`src/rtl/noc_alloc_pkg.sv`:
```
// Shared types and sizing helpers for the NoC switch allocator.
package noc_alloc_pkg;

  typedef enum logic {
    IDLE   = 1'b0,
    LOCKED = 1'b1
  } out_state_e;

  // Width needed to hold a credit count in the range 0..credits
  function automatic int unsigned credit_w(input int unsigned credits);
    return $clog2(credits + 1);
  endfunction

  // Width of an input index, at least one bit
  function automatic int unsigned idx_w(input int unsigned n);
    return (n > 1) ? $clog2(n) : 1;
  endfunction

endpackage

```
`src/rtl/rr_arbiter_hold.sv`:
```
// Per-output round-robin arbiter that holds the output for a wormhole packet.
module rr_arbiter_hold
  import noc_alloc_pkg::*;
#(
  parameter int unsigned N = 5
) (
  input  logic         clk,
  input  logic         reset,
  input  logic         en,
  input  logic [0:N-1] req,
  input  logic [0:N-1] tail,
  output logic [0:N-1] grant,
  output logic         locked
);

  localparam int unsigned IW = idx_w(N);

  out_state_e    state;
  logic [IW-1:0] owner;
  logic [IW-1:0] ptr;
  logic [IW-1:0] sel;
  logic          found;
  logic          fire;

  // Pick a winner: round-robin search from ptr when idle, owner only when locked
  always_comb begin
    grant = '0;
    found = 1'b0;
    sel   = '0;
    if (state == IDLE) begin
      for (int unsigned k = 0; k < N; k++) begin
        if (!found && req[IW'((32'(ptr) + k) % N)]) begin
          found = 1'b1;
          sel   = IW'((32'(ptr) + k) % N);
        end
      end
    end else if (req[owner]) begin
      found = 1'b1;
      sel   = owner;
    end
    if (en && found) begin
      grant[sel] = 1'b1;
    end
  end

  assign fire   = en && found;
  assign locked = (state == LOCKED);

  // Advance pointer and lock/unlock the output on each granted flit
  always_ff @(posedge clk or posedge reset) begin
    if (reset) begin
      state <= IDLE;
      owner <= '0;
      ptr   <= '0;
    end else if (fire) begin
      if (state == IDLE) begin
        ptr <= IW'((32'(sel) + 1) % N);
        if (!tail[sel]) begin
          state <= LOCKED;
          owner <= sel;
        end
      end else if (tail[owner]) begin
        state <= IDLE;
      end
    end
  end

endmodule

```
`src/rtl/wormhole_switch_alloc.sv`:
```
// Wormhole switch allocator: per-output packet-holding arbitration with credit flow control.
`ifndef N
`define N 5
`endif
`ifndef M
`define M 5
`endif

module wormhole_switch_alloc
  import noc_alloc_pkg::*;
#(
  parameter  int unsigned N       = `N,
  parameter  int unsigned M       = `M,
  parameter  int unsigned CREDITS = 4,
  localparam int unsigned CW      = credit_w(CREDITS)
) (
  input  logic                  clk,
  input  logic                  reset,
  input  logic                  ce,
  input  logic [0:N-1][0:M-1]   i_output_req,
  input  logic [0:N-1]          i_tail,
  input  logic [0:M-1]          i_credit_ret,
  output logic [0:M-1][0:N-1]   o_output_grant,
  output logic [0:N-1]          o_input_grant,
  output logic [0:M-1]          o_locked,
  output logic [0:M-1][CW-1:0]  o_credits
);

  localparam int unsigned SW = CW + 1;

  logic [0:N-1][0:M-1] req_clean;
  logic [0:N-1]        gnt [M];
  logic [0:M-1]        lk;
  logic [CW-1:0]       credits_q [M];

  // Reduce each input's request to its lowest-index output
  always_comb begin
    logic hit;
    req_clean = '0;
    for (int unsigned j = 0; j < N; j++) begin
      hit = 1'b0;
      for (int unsigned i = 0; i < M; i++) begin
        if (!hit && i_output_req[j][i]) begin
          req_clean[j][i] = 1'b1;
          hit             = 1'b1;
        end
      end
    end
  end

  for (genvar i = 0; i < M; i++) begin : g_out
    logic [0:N-1]  col;
    logic          en;
    logic          g_any;
    logic [SW-1:0] sum;
    logic [CW-1:0] nxt;

    // Gather the requests aimed at this output
    always_comb begin
      col = '0;
      for (int unsigned j = 0; j < N; j++) begin
        col[j] = req_clean[j][i];
      end
    end

    assign en    = ce && !reset && (credits_q[i] != '0);
    assign g_any = |gnt[i];

    rr_arbiter_hold #(.N(N)) u_arb (
      .clk    (clk),
      .reset  (reset),
      .en     (en),
      .req    (col),
      .tail   (i_tail),
      .grant  (gnt[i]),
      .locked (lk[i])
    );

    // Credit next value: consume on grant, add on return, saturate at CREDITS
    always_comb begin
      sum = SW'(credits_q[i]) - SW'(g_any) + SW'(i_credit_ret[i]);
      if (sum > SW'(CREDITS)) begin
        nxt = CW'(CREDITS);
      end else begin
        nxt = CW'(sum);
      end
    end

    // Credit counter runs regardless of ce so returns are never lost
    always_ff @(posedge clk or posedge reset) begin
      if (reset) begin
        credits_q[i] <= CW'(CREDITS);
      end else begin
        credits_q[i] <= nxt;
      end
    end
  end

  // Drive the output-side buses and the per-input FIFO read enables
  always_comb begin
    o_input_grant = '0;
    for (int unsigned i = 0; i < M; i++) begin
      o_output_grant[i] = gnt[i];
      o_locked[i]       = lk[i];
      o_credits[i]      = credits_q[i];
      o_input_grant     = o_input_grant | gnt[i];
    end
  end

endmodule

```
`config.mk`:
```
export PLATFORM = sky130hd
export DESIGN_NAME = wormhole_switch_alloc
export DESIGN_NICKNAME = d
export VERILOG_FILES = /design/src/rtl/noc_alloc_pkg.sv /design/src/rtl/rr_arbiter_hold.sv /design/src/rtl/wormhole_switch_alloc.sv
export SDC_FILE = /design/constraint.sdc
export NUM_CORES = 1
export LEC_CHECK = 0
export ABC_CLOCK_PERIOD_IN_PS = 16149
export CAP_MARGIN = 15
export CELL_PAD_IN_SITES_DETAIL_PLACEMENT = 2
export CELL_PAD_IN_SITES_GLOBAL_PLACEMENT = 2
export CORE_MARGIN = 2
export CORE_UTILIZATION = 41
export DETAILED_ROUTE_END_ITERATION = 7
export PLACE_DENSITY_LB_ADDON = 0.1
export SLEW_MARGIN = 15
export SYNTH_ARGS = -nofsm -noshare
export SYNTH_HDL_FRONTEND = slang
export SYNTH_HIERARCHICAL = 1
export SYNTH_SLANG_ARGS = --single-unit
```
`constraint.sdc`:
```
create_clock -name clk -period 16.15 [get_ports clk]
set_input_delay 3.23 -clock clk [delete_from_list [all_inputs] [get_ports clk]]
set_output_delay 3.23 -clock clk [all_outputs]
set_load 0.05 [all_outputs]
```
==> impl_metrics.env, run 1 <==
export IMPL_crit_type="primary input to output port"
export IMPL_seqCellArea_sq_um=1260
export IMPL_worst_case_headroom_to_the_max_slew_limit_pct=23.3
export IMPL_gp_routability_congestion=0.881
export IMPL_finalHoldViolations=0
export IMPL_ctsResizeCount=0
export IMPL_worst_endpoint_arrival_ps=8270
export IMPL_worst_setup_path_endpoint="o_input_grant[1]"
export IMPL_run_status="complete, no violations"
export IMPL_ff2ff_setup_slack_ps=7960
export IMPL_synthesis_area_per_instance_sq_um=8.15
export IMPL_io_pins=88
export IMPL_grt_antenna_before_repair=3
export IMPL_hold_slack_ps=575
export IMPL_cp_max_fo=13
export IMPL_drive_gt1_share_pct=14.2
export IMPL_hp_start="g_out[2].u_arb/owner[2]"
export IMPL_syn_area_sq_um=13600
export IMPL_cts_setup_buffers=0
export IMPL_h_tree_depth=2
export IMPL_cts_buffers_inserted=5
export IMPL_die_y_microns=186
export IMPL_fin_setup_tns_ps=0
export IMPL_worst_setup_path_start_kind="primary input"
export IMPL_design_final_nets=1887
export IMPL_core_area_sq_um=32500
export IMPL_r2r_start="g_out[3].u_arb/ptr[0]"
export IMPL_syn_instance_count=1664
export IMPL_synth_edff_count=0
export IMPL_syn2layout_area_growth_pct=9.84
export IMPL_synth_top_flop_cell="sky130_fd_sc_hd__dfrtp_1"
export IMPL_seq_area_frac_synth_pct=9.27
export IMPL_cts_buffer_depth=2
export IMPL_floorplan_initialDensity_pct=41.7
export IMPL_worst_r2r_endpoint="o_credits[4]"
export IMPL_avgViaCountPerCell=6.36
export IMPL_net_count_after_synthesis=1842
export IMPL_grt_start_max_net_pins=37
export IMPL_unrepaired_setup_endpoints_after_global_routing="false"
export IMPL_worst_setup_path_end_kind="output port"
export IMPL_clkSlewWorstSetupHoldPaths_ps=70
export IMPL_clk_insertion_delay_late_ps=310
export IMPL_postCtsHoldBufs=0
export IMPL_cts_tree="yes"
export IMPL_worstHoldPathType="flop to flop"
export IMPL_synth_async_sr_flop_share_pct=100
export IMPL_die_extent_in_x_microns=186
export IMPL_cts_root_buffer_cell="sky130_fd_sc_hd__clkbuf_16"
export IMPL_num_rows=66
export IMPL_cap_violations=0
export IMPL_ant_nets=0
export IMPL_place_area_sq_um=14700
export IMPL_timing_final_crit_share_pct=71.2
export IMPL_drt_wl_total_microns=50600
export IMPL_design_area_sq_um=14900
export IMPL_setup_worst_path_start="i_output_req[19]"
export IMPL_layout_filler_cells=3760
export IMPL_cts_sinks=50
export IMPL_finalCriticalPeriod_ps=11500
export IMPL_multi_input_area_sq_um=11300
export IMPL_measured_slew_at_the_worst_slew_check_pin_ps=1140
export IMPL_mostFrequentLayoutCells="sky130_fd_sc_hd__nand2_1, sky130_fd_sc_hd__inv_1, sky130_fd_sc_hd__ha_1"
export IMPL_final_max_slew_violation_count=0
export IMPL_setup_viol=0
export IMPL_worst_clock_skew_ps=5.99
export IMPL_mostFrequentLayoutCell="sky130_fd_sc_hd__nand2_1"
export IMPL_grt_overflow_total=0
export IMPL_initialDrtViolationCount=745
export IMPL_synth_yosys_warnings=6
export IMPL_drc=0
export IMPL_pre_antenna_drt_iters=7
export IMPL_place_detailed_hpwl_microns=40900
export IMPL_wire_length_of_the_first_global_routing_pass_microns=80800
export IMPL_ys_ff_latch=50
export IMPL_die_area_sq_um=34600
export IMPL_vias=13700
export IMPL_required_ps=12920
export IMPL_first_global_vias=14500
export IMPL_max_clock_freq_mhz=86.9
export IMPL_grt_use_total_pct=29.2
export IMPL_worst_r2r_path_depth=27
export IMPL_ys_types=119
export IMPL_buffer_ports_inserted=87
export IMPL_wire_per_inst_microns=23.5
==> sequential cells by signal, summed over array words and instances, names as in the netlist <==
| name | flops |
|---|---|
| g_out.u_arb/owner | 15 |
| g_out.u_arb/ptr | 15 |
| o_credits | 15 |
| g_out.u_arb/locked | 5 |
==> critical path, stage by stage <==
cell and delay (ps):
sky130_fd_sc_hd__clkdlybuf4s50_1 830, sky130_fd_sc_hd__nor4_2 120, sky130_fd_sc_hd__buf_4 220, sky130_fd_sc_hd__mux4_2 470, sky130_fd_sc_hd__and2_1 170, sky130_fd_sc_hd__a32o_1 270
sky130_fd_sc_hd__or2_4 290, sky130_fd_sc_hd__nor3_1 240, sky130_fd_sc_hd__nand4b_1 190, sky130_fd_sc_hd__o21a_1 220, sky130_fd_sc_hd__a21o_2 270, sky130_fd_sc_hd__nor3_1 690
sky130_fd_sc_hd__nor3_1 130, sky130_fd_sc_hd__nand2_1 110, sky130_fd_sc_hd__clkdlybuf4s50_1 800
==> worst min-delay path by stage <==
| stage | to | slack (ps) | cells after the start |
|---|---|---|---|
| floorplan | g_out[2].u_arb/owner[2] | 520 | 1 |
| global route | g_out[2].u_arb/owner[2] | 600 | 1 |
| finish | g_out[2].u_arb/owner[2] | 580 | 1 |
| detailed placement | g_out[2].u_arb/owner[2] | 560 | 1 |
| CTS | g_out[2].u_arb/owner[2] | 580 | 1 |
| global placement | g_out[3].u_arb/owner[2] | 550 | 1 |
==> area by class of cell <==
type	instances	area share [%]
multi-input combinational	1391	76.1
sequential	50	8.44
clock inverter	1	0.0336
clock buffer	7	0.957
antenna	1	0.0168
timing repair buffer	106	6.80
inverter	155	3.91
tap	442	3.71
==> synth_stat cells, types with 21 or more instances <==
master	instances	share of area, %
sky130_fd_sc_hd__nand2_1	148	4.1
sky130_fd_sc_hd__inv_1	147	4.1
sky130_fd_sc_hd__ha_1	130	12
sky130_fd_sc_hd__nor2_1	103	2.9
sky130_fd_sc_hd__a21oi_1	64	2.4
sky130_fd_sc_hd__o21ai_0	62	2.3
sky130_fd_sc_hd__nor3_1	57	2.1
sky130_fd_sc_hd__mux2i_1	49	3.6
sky130_fd_sc_hd__dfrtp_1	45	8.3
sky130_fd_sc_hd__nand2b_1	36	1.7
sky130_fd_sc_hd__nand3_1	32	1.2
sky130_fd_sc_hd__a211oi_1	29	1.6
sky130_fd_sc_hd__xnor2_1	29	1.9
sky130_fd_sc_hd__clkbuf_1	27	0.75
sky130_fd_sc_hd__and2_1	22	1.0
sky130_fd_sc_hd__nor2b_1	22	1.0
sky130_fd_sc_hd__buf_2	21	0.77
==> cells by family after synthesis <==
kind of cell             synth area share, %
AND/OR/NAND/NOR                         24.5
AO/OA/AOI/OAI                           32.6
buffers and inverters                   7.33
adder cells (fa/ha/maj)                 13.5
multiplexers                            9.18
flip-flops                              9.27
XOR/XNOR                                3.62
==> metal layers <==
layer  share of wire, %  vias to the layer above  global-route usage (%)
met4                2.3                        4                    7.09
met5              0.053                        -                       0
met3                4.4                       59                    4.25
li1                   -                     6392                       -
met2                 47                      280                    49.7
met1                 46                     6959                    38.8
==> through the flow <==
stage | cells | utilization [%] | setup slack, ps
floorplan | 1664 | - | 5630
detailed placement | 2144 | 45.3 | 4720
global placement | 2144 | 45.3 | 4870
finish | 2153 | 45.8 | 4650
global route | 2152 | 45.8 | 4350
CTS | 2152 | 45.8 | 4690
Power of run 1 is left out: the tool's default activity adds up to more than one toggle a clock period on the data nets, which glitch-free logic cannot reach.
==> inputs of run 2 (changes only) <==
--- a/config.mk
+++ b/config.mk
@@ -5,12 +5,12 @@
 export SDC_FILE = /design/constraint.sdc
 export NUM_CORES = 1
 export LEC_CHECK = 0
-export ABC_CLOCK_PERIOD_IN_PS = 16149
+export ABC_CLOCK_PERIOD_IN_PS = 10800
 export CAP_MARGIN = 15
 export CELL_PAD_IN_SITES_DETAIL_PLACEMENT = 2
 export CELL_PAD_IN_SITES_GLOBAL_PLACEMENT = 2
 export CORE_MARGIN = 2
-export CORE_UTILIZATION = 41
+export CORE_UTILIZATION = 38
 export DETAILED_ROUTE_END_ITERATION = 7
 export PLACE_DENSITY_LB_ADDON = 0.1
 export SLEW_MARGIN = 15
==> constraint.sdc (replaced) <==
create_clock -name clk -period 10.8 [get_ports clk]
set_input_delay 2.16 -clock clk [delete_from_list [all_inputs] [get_ports clk]]
set_output_delay 2.16 -clock clk [all_outputs]
set_load 0.05 [all_outputs]
==> run 2 against run 1 <==
  * Non-clock buffer count unchanged
  * Via count is 0.80% lower
  * Sequential cell count stayed put
  * Utilization is 3.5 points lower
  * Setup slack got worse by 3500 ps
  * Clock-buffer cell count decreased by 1
  * Register-to-register slack lost 5100 ps
  * Hold slack improved by 22 ps
==> impl_metrics.env, run 2 (synthesized netlist as in run 1, its figures left out) <==
export IMPL_buffer_ports_inserted=87
export IMPL_unrepaired_setup_endpoints_after_global_routing="false"
export IMPL_critical_path_depth=19
export IMPL_seqCellArea_sq_um=1260
export IMPL_h_tree_depth=2
export IMPL_pre_antenna_drt_iters=5
export IMPL_ant_nets=0
export IMPL_postCtsHoldBufs=0
export IMPL_grt_antenna_before_repair=2
export IMPL_worst_setup_path_start_kind="flop"
export IMPL_max_clock_freq_mhz=103
export IMPL_finalCriticalPeriod_ps=9690
export IMPL_timing_final_crit_share_pct=89.7
export IMPL_die_area_sq_um=37200
export IMPL_avgViaCountPerCell=6.25
export IMPL_critical_path_buf_inv_count=2
export IMPL_wire_per_inst_microns=23.5
export IMPL_worstHoldPathType="flop to flop"
export IMPL_clkSlewWorstSetupHoldPaths_ps=70
export IMPL_grt_use_total_pct=27.2
export IMPL_fin_setup_tns_ps=0
export IMPL_layout_filler_cells=4100
export IMPL_num_rows=69
export IMPL_first_global_vias=14400
export IMPL_wire_length_of_the_first_global_routing_pass_microns=81000
export IMPL_cp_max_fo=14
export IMPL_measured_slew_at_the_worst_slew_check_pin_ps=1130
export IMPL_worst_r2r_path_depth=26
export IMPL_cts_sinks=50
export IMPL_cts_setup_buffers=0
export IMPL_grt_overflow_total=0
export IMPL_r2r_start="g_out[0].u_arb/ptr[2]"
export IMPL_required_ps=8640
export IMPL_syn2layout_area_growth_pct=10.3
export IMPL_initialDrtViolationCount=643
export IMPL_design_final_nets=1887
export IMPL_gp_routability_congestion=0.866
export IMPL_mostFrequentLayoutCell="sky130_fd_sc_hd__nand2_1"
export IMPL_worst_setup_path_endpoint="o_input_grant[4]"
export IMPL_cts_root_buffer_cell="sky130_fd_sc_hd__clkbuf_16"
export IMPL_worst_path_max_delay_cell="sky130_fd_sc_hd__dfrtp_1"
export IMPL_vias=13600
export IMPL_worst_r2r_endpoint="o_credits[12]"
export IMPL_worst_setup_path_end_kind="output port"
export IMPL_finalHoldViolations=0
export IMPL_floorplan_initialDensity_pct=38.3
export IMPL_crit_type="flop to output port"
export IMPL_crit_family="compound AO/OA/AOI/OAI gates"
export IMPL_worst_case_headroom_to_the_max_slew_limit_pct=24.6
export IMPL_setup_viol=0
export IMPL_cts_buffer_depth=2
export IMPL_ctsResizeCount=0
export IMPL_worst_clock_skew_ps=7.65
export IMPL_cts_buffers_inserted=5
export IMPL_core_area_sq_um=35400
export IMPL_run_status="complete, no violations"
export IMPL_setup_worst_path_start="g_out[0].u_arb/ptr[2]"
export IMPL_multi_input_area_sq_um=11300
export IMPL_die_y_microns=193
export IMPL_cap_violations=0
export IMPL_drt_wl_total_microns=51000
export IMPL_mostFrequentLayoutCells="sky130_fd_sc_hd__nand2_1, sky130_fd_sc_hd__inv_1, sky130_fd_sc_hd__ha_1"
export IMPL_io_pins=88
export IMPL_place_detailed_hpwl_microns=41100
export IMPL_grt_start_max_net_pins=36
export IMPL_die_extent_in_x_microns=193
export IMPL_cts_tree="yes"
export IMPL_final_max_slew_violation_count=0
export IMPL_clk_insertion_delay_late_ps=310
export IMPL_drc=0
export IMPL_worst_path_largest_cell_delay_ps=820
export IMPL_ff2ff_setup_slack_ps=2850
export IMPL_crit_chain="inv_1 -> ha_1 -> o21ai_0 -> nand2_1 -> xnor2_1 -> ha_1 -> fa_1 -> a21bo_1 -> o31ai_2 -> a21oi_1 -> a2111oi_2 -> or2_0 -> or3_1 -> a41oi_1 -> o2bb2ai_2 -> nor2b_1 -> nor3_1 -> nand2_1 -> clkdlybuf4s50_1"
export IMPL_worst_endpoint_arrival_ps=7530
export IMPL_drive_gt1_share_pct=14.3
-- run 2: worst min path at each step --
stage	startpoint	end	cells after the start	slack, ps
final	g_out[3].u_arb/owner[2]	g_out[3].u_arb/owner[2]	1	600
after floorplan	g_out[2].u_arb/owner[2]	g_out[2].u_arb/owner[2]	1	520
after global placement	g_out[3].u_arb/owner[2]	g_out[3].u_arb/owner[2]	1	550
after CTS	g_out[3].u_arb/owner[2]	g_out[3].u_arb/owner[2]	1	590
after global routing	g_out[3].u_arb/owner[2]	g_out[3].u_arb/owner[2]	1	620
after detailed placement	g_out[3].u_arb/owner[2]	g_out[3].u_arb/owner[2]	1	570
-- run 2: layout make-up --
| class | instances | share of cell area (%) |
|---|---|---|
| Multi-Input combinational cell | 1391 | 75.9 |
| Antenna cell | 1 | 0.0167 |
| Inverter | 155 | 3.89 |
| Tap cell | 461 | 3.86 |
| Timing Repair Buffer | 106 | 6.78 |
| Clock inverter | 2 | 0.259 |
| Clock buffer | 6 | 0.928 |
| Sequential cell | 50 | 8.41 |
-- run 2: layer usage --
| metal | vias to the layer above | track usage [%] | routed length [microns] |
|---|---|---|---|
| met5 | - | 0 | 12 |
| met2 | 217 | 48.1 | 24800 |
| met3 | 31 | 3.29 | 1710 |
| met1 | 6963 | 36.4 | 24200 |
| met4 | 2 | 3.47 | 391 |
| li1 | 6372 | - | - |
-- run 2: per-stage QoR --
step	utilization [%]	area (sq um)	setup slack, ps	hold slack, ps	std cells
floorplan	-	13600	2420	515	1664
CTS	42.3	15000	1200	587	2171
global route	42.3	15000	778	616	2171
global placement	41.7	14800	1510	547	2163
detailed placement	41.7	14800	1390	571	2163
finish	42.3	15000	1110	597	2172
-- run 2: worst register-to-register path: cells and delay by family (launching register included) --
kind            cells  cell delay [ps]
compound gates      8             2450
xor+xnor            2              410
fa+ha+maj           6             1690
buf+inv             3              380
flops               1              820
simple gates        7             2160
Power of run 2 is left out for the same reason.
